File: src/rtl/cpu_types_pkg.sv
// Shared types for the MIPS core control path: PC sequencer state and the
// machine word.
package cpu_types_pkg;

  typedef enum logic [1:0] {
    HOLD   = 2'd0,
    RUN    = 2'd1,
    HALTED = 2'd2
  } seq_state_t;

  typedef logic [31:0] word_t;

  // Wide enough for the largest reset hold of 15 cycles.
  localparam int HOLD_CNT_W = 4;

endpackage

File: src/rtl/redirect_latch.sv
// Remembers a jump or taken branch that could not be applied because the PC
// was stalled. A jump always supersedes a branch.
module redirect_latch
  import cpu_types_pkg::*;
(
  input  logic CLK,
  input  logic nRST,
  input  logic jump,
  input  logic branch_taken,
  input  logic set_en,
  input  logic clear,
  output logic req_j,
  output logic req_b
);

  logic pend_j_q, pend_j_d;
  logic pend_b_q, pend_b_d;

  assign req_j = jump | pend_j_q;
  assign req_b = (branch_taken | pend_b_q) & ~req_j;

  always_comb begin
    pend_j_d = pend_j_q;
    pend_b_d = pend_b_q;
    if (clear) begin
      pend_j_d = 1'b0;
      pend_b_d = 1'b0;
    end else if (set_en) begin
      // Storing the resolved requests means a later jump drops an older branch.
      pend_j_d = req_j;
      pend_b_d = req_b;
    end
  end

  // NOTE: state registers use non-blocking assignments so every flop samples
  // the pre-edge values, independent of block evaluation order.
  always_ff @(posedge CLK or negedge nRST) begin
    if (!nRST) begin
      pend_j_q <= 1'b0;
      pend_b_q <= 1'b0;
    end else begin
      pend_j_q <= pend_j_d;
      pend_b_q <= pend_b_d;
    end
  end

endmodule

File: src/rtl/pc_sequencer.sv
// Decides each cycle whether the PC advances and along which path, holding
// redirects across fetch/data stalls and stopping for good on halt.
module pc_sequencer
  import cpu_types_pkg::*;
#(
  parameter int RESET_HOLD = 2
) (
  input  logic  CLK,
  input  logic  nRST,
  input  logic  ihit,
  input  logic  dhit,
  input  logic  dmemREN,
  input  logic  dmemWEN,
  input  logic  load_use,
  input  logic  jump,
  input  logic  branch_taken,
  input  logic  halt,
  output logic  imemREN,
  output logic  pcEN,
  output logic  jumpmux,
  output logic  branchmux,
  output logic  hold_redirect,
  output logic  flush_ifid,
  output logic  halted,
  output word_t fetch_cnt
);

  localparam logic [HOLD_CNT_W-1:0] HOLD_INIT = HOLD_CNT_W'(RESET_HOLD - 1);

  seq_state_t             state_q, state_d;
  logic [HOLD_CNT_W-1:0]  hold_cnt_q, hold_cnt_d;
  word_t                  fetch_cnt_q, fetch_cnt_d;

  logic dwait, adv;
  logic req_j, req_b;
  logic pend_set, pend_clr;

  // A data-memory stall beats a returning instruction word.
  assign dwait = (dmemREN | dmemWEN) & ~dhit;
  assign adv   = ihit & ~dwait & ~load_use;

  redirect_latch u_redirect_latch (
    .CLK          (CLK),
    .nRST         (nRST),
    .jump         (jump),
    .branch_taken (branch_taken),
    .set_en       (pend_set),
    .clear        (pend_clr),
    .req_j        (req_j),
    .req_b        (req_b)
  );

  // NOTE: every output of this block gets a default first, so no path through
  // the case statement can leave a signal unassigned and infer a latch.
  always_comb begin
    state_d       = state_q;
    hold_cnt_d    = hold_cnt_q;
    fetch_cnt_d   = fetch_cnt_q;
    imemREN       = 1'b0;
    pcEN          = 1'b0;
    jumpmux       = 1'b0;
    branchmux     = 1'b0;
    hold_redirect = 1'b0;
    flush_ifid    = 1'b0;
    halted        = 1'b0;
    pend_set      = 1'b0;
    pend_clr      = 1'b0;

    unique case (state_q)
      HOLD: begin
        if (hold_cnt_q == '0) state_d = RUN;
        else                  hold_cnt_d = hold_cnt_q - 1'b1;
      end
      RUN: begin
        imemREN = 1'b1;
        if (halt) begin
          state_d  = HALTED;
          pend_clr = 1'b1;
        end else begin
          pcEN          = adv;
          jumpmux       = adv & req_j;
          branchmux     = adv & req_b;
          flush_ifid    = adv & (req_j | req_b);
          hold_redirect = ~adv & (req_j | req_b);
          pend_set      = ~adv;
          pend_clr      = adv;
          if (adv) fetch_cnt_d = fetch_cnt_q + 1'b1;
        end
      end
      HALTED: halted = 1'b1;
      default: state_d = HOLD;
    endcase
  end

  always_ff @(posedge CLK or negedge nRST) begin
    if (!nRST) begin
      state_q     <= HOLD;
      hold_cnt_q  <= HOLD_INIT;
      fetch_cnt_q <= '0;
    end else begin
      state_q     <= state_d;
      hold_cnt_q  <= hold_cnt_d;
      fetch_cnt_q <= fetch_cnt_d;
    end
  end

  assign fetch_cnt = fetch_cnt_q;

endmodule

File: config.mk
export PLATFORM = sky130hd
export DESIGN_NAME = pc_sequencer
export DESIGN_NICKNAME = d
export VERILOG_FILES = /design/src/rtl/cpu_types_pkg.sv /design/src/rtl/redirect_latch.sv /design/src/rtl/pc_sequencer.sv
export SDC_FILE = /design/constraint.sdc
export NUM_CORES = 1
export LEC_CHECK = 0
export BUFFER_PORTS_ARGS = -buffer_cell sky130_fd_sc_hd__buf_2
export CORE_ASPECT_RATIO = 0.9
export CORE_MARGIN = 2
export CORE_UTILIZATION = 58
export CTS_BUF_LIST = sky130_fd_sc_hd__clkbuf_2 sky130_fd_sc_hd__clkbuf_4 sky130_fd_sc_hd__clkbuf_8
export CTS_CLUSTER_SIZE = 12
export DETAILED_ROUTE_END_ITERATION = 10
export PLACE_DENSITY_LB_ADDON = 0.08
export SLEW_MARGIN = 0
export SYNTH_ARGS = -nofsm -noshare
export SYNTH_HDL_FRONTEND = slang
export SYNTH_SLANG_ARGS = --single-unit
File: constraint.sdc
create_clock -name CLK -period 2.8 [get_ports CLK]
set_clock_uncertainty 0.2 [all_clocks]
set_input_delay 0.42 -clock CLK [delete_from_list [all_inputs] [get_ports CLK]]
set_output_delay 0.42 -clock CLK [all_outputs]
set_load 0.01 [all_outputs]
==> impl_metrics.yaml, run 1 <==
critical_path:
  crit_arrival_ps: 1810
  rrSetupSlack_ps: 590
  worstReg2RegEnd: "fetch_cnt[15]$_DFFE_PN0P_"
  critPathLaunchType: "flip-flop"
  r2r_cells: 4
  worstSetupPathType: "flip-flop to primary output"
  worstPathRequired_ps: 2180
  path_delay_family: "simple AND/OR/NAND/NOR gates"
  crit_buf_inv: 1
  endpoint_kind: "primary output"
  reg2reg_from: "fetch_cnt[2]$_DFFE_PN0P_"
  crit_chain: "nor2b_1, nand3_1, nor2_1, buf_2"
  crit_fanout: 7
  critPathMaxStageDelay_ps: 430
  crit_slowest_cell: "dfrtp_1"
clock_network:
  clock_latency_ps: 340
  clkSlewWorstSetupHoldPaths_ps: 110
  clk_path_buf_depth: 2
  cts-hold-fix-buffers: 1
  numCtsBuffers: 5
  cts_tree: "yes"
  clkSinkCount: 40
  ctsHtreeMaxLevel: 2
  cts_root_buf: "clkbuf_4"
  post-cts-setup-buffers: 0
  cts_resized: 0
global_routing:
  overflow: 0
  grt_max_degree: 41
  grt.total_usage_pct: 22.3
  grt_pass1_vias: 1375
  grt_antenna_before_repair: 0
  grt_first_pass_wirelength_mm: 6.42
timing:
  slew_viol_final: 0
  rsz0062_at_grt: "no"
  slew_headroom_pct: 40.1
  setup_viol: 0
  setup_tns_ps: 0
  period_minus_slack_ps: 2430
  finalHoldViolCount: 0
  worst_slew_pin_slew_ps: 892
  finalCritPeriodShare_pct: 86.8
  fmax_ghz: 0.411
synthesis:
  yosys.area_share.simple_pct: 23.9
  synth_top_family_by_area: "simple AND/OR/NAND/NOR gates"
  synthesis.nets: 187
  synthXorXnorAreaFrac_pct: 15.2
  synth_area_per_cell_um2: 10.9
  yosysSeqAreaShare_pct: 52.7
  yosysWarningCount: 0
  synthArstFlopShare_pct: 100
  synthCells: 175
  synth_area_um2: 1900
  synthAdderAreaFrac_pct: 1.32
  synth_flop_cell: "dfrtp_1"
  muxShareOfSynthArea_pct: 0.592
  synth_edf_count: 0
  ys_types: 29
  synth_compound_area_share_pct: 3.55
  ys_ff_latch: 40
routing:
  ant_nets: 0
  via_count: 1506
  dr.pass1.iters: 4
  via_per_inst: 5.54
  drt_iter0_markers: 116
  routed_wl_mm: 3.78
  drc_errors: 0
  drt-wirelength-per-cell_um: 13.9
layout:
  finalNetCount: 241
  final_cells: 272
  syn_to_final_growth_pct: 19.6
  drive_above_1_share_pct: 28.3
  n_antenna_cell: 0
die:
  die_h_um: 58.3
  dieArea_um2: 3750
  die_w_um: 64.4
  fp-row-count: 19
  io_pins: 49
  core_um2: 3090
  start_util_pct: 61.5
min_path:
  worst_hold_path_type: "input pin to flip-flop"
  worstHoldStart: "halt"
  whs_endpoint: "state_q[1]$_DFFE_PN0P_"
  holdPathStages: 2
power_and_ir_drop:
  p_int_w: 0.000918
  peakVddDrop_uv: 366
  power.share.combinational_pct: 17.7
  p_switching_w: 0.000361
  power_density_nw_per_um2: 562
  clockPowerShare_pct: 29.5
  swShare_pct: 28.2
  power_frac_seq_pct: 52.9
  p_leak_nw: 1.11
placed_design:
  dpl.cell_count: 263
  gp_congestion: 0.825
  dpl.hpwl_mm: 2.70
  port_buffers: 48
status:
  status: "finished clean"
flow_run:
  maxCapViolCount: 0
## power groups by stage
stage	combinational, W	sequential, W	clock, W
after floorplan	0.000142	0.000685	0
after global placement	0.000214	0.000680	0
after detailed placement	0.000229	0.000687	0
after CTS	0.000232	0.000676	0.000388
after global routing	0.000256	0.000687	0.000409
final	0.000226	0.000676	0.000377
## flip-flops by register name, summed over array words and instances, names as in the netlist
register and flops:
u_redirect_latch.pend_j_q 1, u_redirect_latch.pend_b_q 1, state_q 2, fetch_cnt 32, hold_cnt_q 4
## cells in the mapped netlist, types with 2 or more instances
cell type | count | area share (%)
inv_1 | 7 | 1.4
nand3_1 | 16 | 4.2
nor2_1 | 9 | 1.8
a21oi_1 | 5 | 1.3
buf_2 | 2 | 0.53
ha_1 | 2 | 1.3
o21ai_0 | 5 | 1.3
nor3_1 | 5 | 1.3
xor2_1 | 2 | 0.92
nand2b_1 | 2 | 0.66
dfrtp_1 | 39 | 51
nor4_1 | 4 | 1.3
nand4_1 | 18 | 5.9
nand2_1 | 10 | 2.0
and3_1 | 3 | 0.99
nor4_4 | 3 | 3.4
xnor2_1 | 31 | 14
## through the flow
step	total power [W]	worst slack (ps)	instance area [um^2]	util [%]	hold WS, ps
2_1_floorplan	0.000827	905	1900	-	-75.6
3_3_place_gp	0.000894	650	2180	70.7	255
3_5_place_dp	0.000916	605	2180	70.7	261
4_1_cts	0.00130	361	2270	73.6	98.0
5_1_grt	0.00135	192	2270	73.6	113
6_report	0.00128	368	2270	73.6	109
## cell usage in the layout (no fill, tap or decap), drive strengths merged, types with 2 or more instances in the layout
master	instances
buf	50
dfrtp	39
xnor2	31
nand4	18
nand3	16
nand2	10
nor2	9
inv	7
nor4	7
clkbuf	6
nor3	5
o21ai	5
a21oi	5
and3	3
nand2b	2
xor2	2
ha	2
## metal layers
| metal | global-route usage (%) | share of wire, % | vias to the layer above |
|---|---|---|---|
| met1 | 31.9 | 47 | 723 |
| li1 | - | - | 725 |
| met4 | 7.60 | 1.2 | 0 |
| met5 | 0 | 0 | - |
| met2 | 34.4 | 47 | 50 |
| met3 | 4.97 | 5.2 | 8 |
## area by class of cell
| cell class | count | area [um^2] |
|---|---|---|
| Inverter | 7 | 26.3 |
| Fill cell | 226 | 816 |
| Clock inverter | 2 | 35.0 |
| Sequential cell | 40 | 1000 |
| Clock buffer | 6 | 45.0 |
| Multi-Input combinational cell | 124 | 848 |
| Timing Repair Buffer | 51 | 265 |
| Tap cell | 42 | 52.6 |
## worst max-delay path by stage
stage,start,endpoint,slack [ps],cells after the start
floorplan,state_q[1]$_DFFE_PN0P_,fetch_cnt[25]$_DFFE_PN0P_,900,5
global placement,fetch_cnt[2]$_DFFE_PN0P_,fetch_cnt[25]$_DFFE_PN0P_,650,4
detailed placement,halt,fetch_cnt[28]$_DFFE_PN0P_,600,6
CTS,state_q[0]$_DFFE_PN0P_,flush_ifid,360,4
global route,state_q[0]$_DFFE_PN0P_,branchmux,190,4
finish,state_q[0]$_DFFE_PN0P_,flush_ifid,370,4
## kinds of logic (layout without fill, tap and decap cells)
| kind of cell | Yosys count | after routing |
|---|---|---|
| buffers and inverters | 11 | 66 |
| xor gates and xnor gates | 33 | 33 |
| muxes | 1 | 1 |
| adders and majority gates | 2 | 2 |
| and+or+nand+nor | 76 | 76 |
| AOI/OAI and AO/OA | 12 | 12 |
| DFF | 40 | 40 |
Power figures use the tool's default switching activity.
==> run 2, diff against run 1 <==
GPL_TIMING_DRIVEN = 0   (was default)
SKIP_CTS_REPAIR_TIMING = 1   (was default)
==> impl_metrics.yaml, run 2 (same netlist as run 1, synthesis figures left out) <==
status:
  status: "finished clean"
routing:
  drt-wirelength-per-cell_um: 14.3
  via_per_inst: 5.55
  drt_iter0_markers: 58
  ant_nets: 0
  dr.pass1.iters: 4
  routed_wl_mm: 3.93
  drc_errors: 0
  via_count: 1520
global_routing:
  grt.total_usage_pct: 23.3
  grt_pass1_vias: 1440
  grt_max_degree: 41
  overflow: 0
  grt_first_pass_wirelength_mm: 6.52
  grt_antenna_before_repair: 0
critical_path:
  r2r_cells: 5
  crit_arrival_ps: 1810
  worstReg2RegEnd: "fetch_cnt[22]$_DFFE_PN0P_"
  reg2reg_from: "fetch_cnt[2]$_DFFE_PN0P_"
  crit_fanout: 7
  worstSetupPathType: "flip-flop to primary output"
  crit_chain: "nor2b_1, clkbuf_1, nand3_1, nor2_1, buf_2"
  crit_slowest_cell: "dfrtp_1"
  rrSetupSlack_ps: 620
  worstPathRequired_ps: 2180
  crit_buf_inv: 2
  critPathMaxStageDelay_ps: 430
  path_delay_family: "simple AND/OR/NAND/NOR gates"
  endpoint_kind: "primary output"
  critPathLaunchType: "flip-flop"
die:
  io_pins: 49
  core_um2: 3090
  die_h_um: 58.3
  dieArea_um2: 3750
  start_util_pct: 61.5
  fp-row-count: 19
  die_w_um: 64.4
min_path:
  worst_hold_path_type: "input pin to flip-flop"
  worstHoldStart: "halt"
  whs_endpoint: "state_q[1]$_DFFE_PN0P_"
  holdPathStages: 2
layout:
  fin_util_pct: 73.3
  finalNetCount: 243
  final_cell_mix: "buf_2, dfrtp_1, xnor2_1"
  final_cells: 274
  drive_above_1_share_pct: 28.4
  syn_to_final_growth_pct: 19.1
  n_antenna_cell: 0
  layout_commonest_cell: "buf_2"
  largest_register_ffs: 32
  fin_area_um2: 2270
timing:
  hold-worst-slack_ps: 104
  setup_viol: 0
  slew_viol_final: 0
  finalHoldViolCount: 0
  worst_slew_pin_slew_ps: 849
  finalCritPeriodShare_pct: 86.7
  slew_headroom_pct: 43.4
  period_minus_slack_ps: 2430
  setup_tns_ps: 0
  fmax_ghz: 0.412
  rsz0062_at_grt: "no"
placed_design:
  dpl.cell_count: 265
  dpl-instance-area_um2: 2190
  dpl.hpwl_mm: 2.88
  port_buffers: 48
  gp_congestion: 0.817
clock_network:
  clock_latency_ps: 350
  clkSinkCount: 40
  numCtsBuffers: 5
  clk_path_buf_depth: 2
  ctsHtreeMaxLevel: 2
  clkSlewWorstSetupHoldPaths_ps: 110
  cts_tree: "yes"
  cts_root_buf: "clkbuf_4"
power_and_ir_drop:
  power_frac_seq_pct: 55.9
  p_int_w: 0.000842
  p_leak_nw: 1.11
  power_density_nw_per_um2: 533
  clockPowerShare_pct: 25.1
  p_switching_w: 0.000364
  power.share.combinational_pct: 18.9
  peakVddDrop_uv: 534
  swShare_pct: 30.2
flow_run:
  maxCapViolCount: 0
run 2: changes by cell type in the layout (fill, tap and decap cells not counted), sizes merged:
| cell | before | now |
|---|---|---|
| buf | 50 | 51 |
| bufinv | 1 | 0 |
| clkbuf | 6 | 7 |
| clkinv | 1 | 2 |
run 2: per-layer routing:
layer	vias up	part of all wire (%)	track usage, %
met5	-	0	0
met4	0	1.6	10.0
met3	7	4.8	5.93
met2	43	50	39.0
met1	740	44	29.2
li1	730	-	-
run 2: final cells by class:
type / instances / area, um^2
Sequential cell: 40 / 1000
Multi-Input combinational cell: 124 / 848
Fill cell: 236 / 825
Timing Repair Buffer: 49 / 250
Tap cell: 42 / 52.6
Clock buffer: 6 / 51.3
Inverter: 7 / 26.3
Buffer: 4 / 25.0
Clock inverter: 2 / 10.0
run 2: how the worst max path moves through the flow:
stage | start | depth (start not counted) | endpoint | slack, ps
after global placement | halt | 6 | fetch_cnt[25]$_DFFE_PN0P_ | 560
after CTS | state_q[0]$_DFFE_PN0P_ | 5 | branchmux | 360
after floorplan | state_q[1]$_DFFE_PN0P_ | 5 | fetch_cnt[25]$_DFFE_PN0P_ | 900
final | state_q[0]$_DFFE_PN0P_ | 5 | branchmux | 370
after global routing | state_q[0]$_DFFE_PN0P_ | 5 | branchmux | 220
after detailed placement | halt | 6 | fetch_cnt[23]$_DFFE_PN0P_ | 520
run 2: per-stage QoR:
step                      power [W]  setup WS, ps
after global placement     0.000898           555
after detailed placement   0.000918           519
final                       0.00121           373
after global routing        0.00129           218
after CTS                   0.00122           360
after floorplan            0.000827           905
run 2: power by group through the flow:
| stage | combinational (W) | clock [W] | sequential, W |
|---|---|---|---|
| after CTS | 0.000232 | 0.000316 | 0.000676 |
| final | 0.000229 | 0.000303 | 0.000675 |
| after floorplan | 0.000142 | 0 | 0.000685 |
| after global routing | 0.000261 | 0.000339 | 0.000685 |
| after global placement | 0.000218 | 0 | 0.000680 |
| after detailed placement | 0.000231 | 0 | 0.000687 |
==> run 3, diff against run 2 <==
MAX_ROUTING_LAYER = met4   (was default)
==> impl_metrics.yaml, run 3 (same netlist as run 1, synthesis figures left out) <==
die:
  die_h_um: 58.3
  dieArea_um2: 3750
  core_um2: 3090
  die_w_um: 64.4
  io_pins: 49
  fp-row-count: 19
  start_util_pct: 61.5
power_and_ir_drop:
  power_frac_seq_pct: 55.9
  p_int_w: 0.000842
  p_leak_nw: 1.11
  power.share.combinational_pct: 18.9
  power_w: 0.00121
  p_switching_w: 0.000366
  peakVddDrop_uv: 534
  clockPowerShare_pct: 25.2
  power_density_nw_per_um2: 533
  swShare_pct: 30.3
critical_path:
  startpoint: "state_q[0]$_DFFE_PN0P_"
  critPathLaunchType: "flip-flop"
  path_delay_family: "simple AND/OR/NAND/NOR gates"
  worstSetupPathType: "flip-flop to primary output"
  rrSetupSlack_ps: 600
  worstPathRequired_ps: 2180
  crit_fanout: 7
  critPathMaxStageDelay_ps: 430
  worstReg2RegEnd: "fetch_cnt[22]$_DFFE_PN0P_"
  crit_end: "branchmux"
  crit_arrival_ps: 1810
  crit_slowest_cell: "dfrtp_1"
  cp.depth: 5
  r2r_cells: 5
  crit_chain: "nor2b_1, clkbuf_1, nand3_1, nor2_1, buf_2"
  reg2reg_from: "fetch_cnt[2]$_DFFE_PN0P_"
  endpoint_kind: "primary output"
  crit_buf_inv: 2
timing:
  worst_slack_ps: 373
  finalHoldViolCount: 0
  period_minus_slack_ps: 2430
  fmax_ghz: 0.412
  slew_viol_final: 0
  setup_tns_ps: 0
  setup_viol: 0
  slew_headroom_pct: 43.3
  rsz0062_at_grt: "no"
  finalCritPeriodShare_pct: 86.7
  worst_slew_pin_slew_ps: 850
clock_network:
  clock_latency_ps: 350
  cts_root_buf: "clkbuf_4"
  numCtsBuffers: 5
  ctsHtreeMaxLevel: 2
  cts_tree: "yes"
  clk_path_buf_depth: 2
  clkSlewWorstSetupHoldPaths_ps: 110
  clkSinkCount: 40
placed_design:
  dp_slack_ps: 519
  gp_congestion: 0.829
  dpl.hpwl_mm: 2.88
  port_buffers: 48
  dpl.cell_count: 265
layout:
  layout_commonest_cell: "buf_2"
  fin_util_pct: 73.3
  final_cells: 274
  syn_to_final_growth_pct: 19.1
  finalNetCount: 243
  drive_above_1_share_pct: 28.4
  n_antenna_cell: 0
  final_cell_mix: "buf_2, dfrtp_1, xnor2_1"
  largest_register_ffs: 32
global_routing:
  grt.total_usage_pct: 24.1
  grt_antenna_before_repair: 0
  grt_pass1_vias: 1441
  overflow: 0
  grt_first_pass_wirelength_mm: 6.52
  grt_max_degree: 41
routing:
  ant_nets: 0
  via_count: 1527
  routed_wl_mm: 3.92
  drc_errors: 0
  dr.pass1.iters: 4
  drt_iter0_markers: 54
  drt-wirelength-per-cell_um: 14.3
  via_per_inst: 5.57
status:
  status: "finished clean"
flow_run:
  maxCapViolCount: 0
min_path:
  worst_hold_path_type: "input pin to flip-flop"
==> run 3: stage by stage <==
| step | hold WS, ps | instance area [um^2] |
|---|---|---|
| after CTS | -15.9 | 2260 |
| after global routing | 90.4 | 2270 |
| after floorplan | -75.6 | 1900 |
| final | 105 | 2270 |
| after global placement | 256 | 2190 |
| after detailed placement | 280 | 2190 |
==> run 3: worst register-to-register path, stage by stage (launching register included) <==
cell	delay, ps
dfrtp_1	480
nand4_1	220
nor4_4	580
buf_2	320
nand3_1	140
xnor2_1	150
==> run 3: area by class of cell <==
class | instances | area, um^2
Sequential cell | 40 | 1000
Multi-Input combinational cell | 124 | 848
Fill cell | 236 | 825
Timing Repair Buffer | 49 | 250
Tap cell | 42 | 52.6
Clock buffer | 6 | 51.3
Inverter | 7 | 26.3
Buffer | 4 | 25.0
Clock inverter | 2 | 10.0
==> run 3: power by group through the flow <==
stage	logic (W)	clock network [W]	registers (W)
final	0.000229	0.000304	0.000675
after global routing	0.000261	0.000340	0.000685
after CTS	0.000232	0.000316	0.000676
after detailed placement	0.000231	0	0.000687
after global placement	0.000218	0	0.000680
after floorplan	0.000142	0	0.000685
==> run 3: worst min path at each step <==
stage | startpoint | slack (ps) | endpoint | depth (start not counted)
floorplan | nRST | -80 | fetch_cnt[0]$_DFFE_PN0P_ | 0
global placement | fetch_cnt[31]$_DFFE_PN0P_ | 260 | fetch_cnt[31]$_DFFE_PN0P_ | 1
detailed placement | hold_cnt_q[3]$_DFFE_PN0P_ | 280 | hold_cnt_q[3]$_DFFE_PN0P_ | 1
CTS | nRST | -20 | fetch_cnt[7]$_DFFE_PN0P_ | 1
global route | halt | 90 | state_q[1]$_DFFE_PN0P_ | 2
finish | halt | 100 | state_q[1]$_DFFE_PN0P_ | 2
==> run 3: per-layer routing <==
metal | GRT usage, % | share of wire [%] | vias to the layer above
met4 | 10.0 | 1.6 | 0
li1 | - | - | 731
met1 | 29.5 | 44 | 742
met5 | - | 0 | -
met3 | 5.93 | 5.3 | 7
met2 | 38.8 | 49 | 47
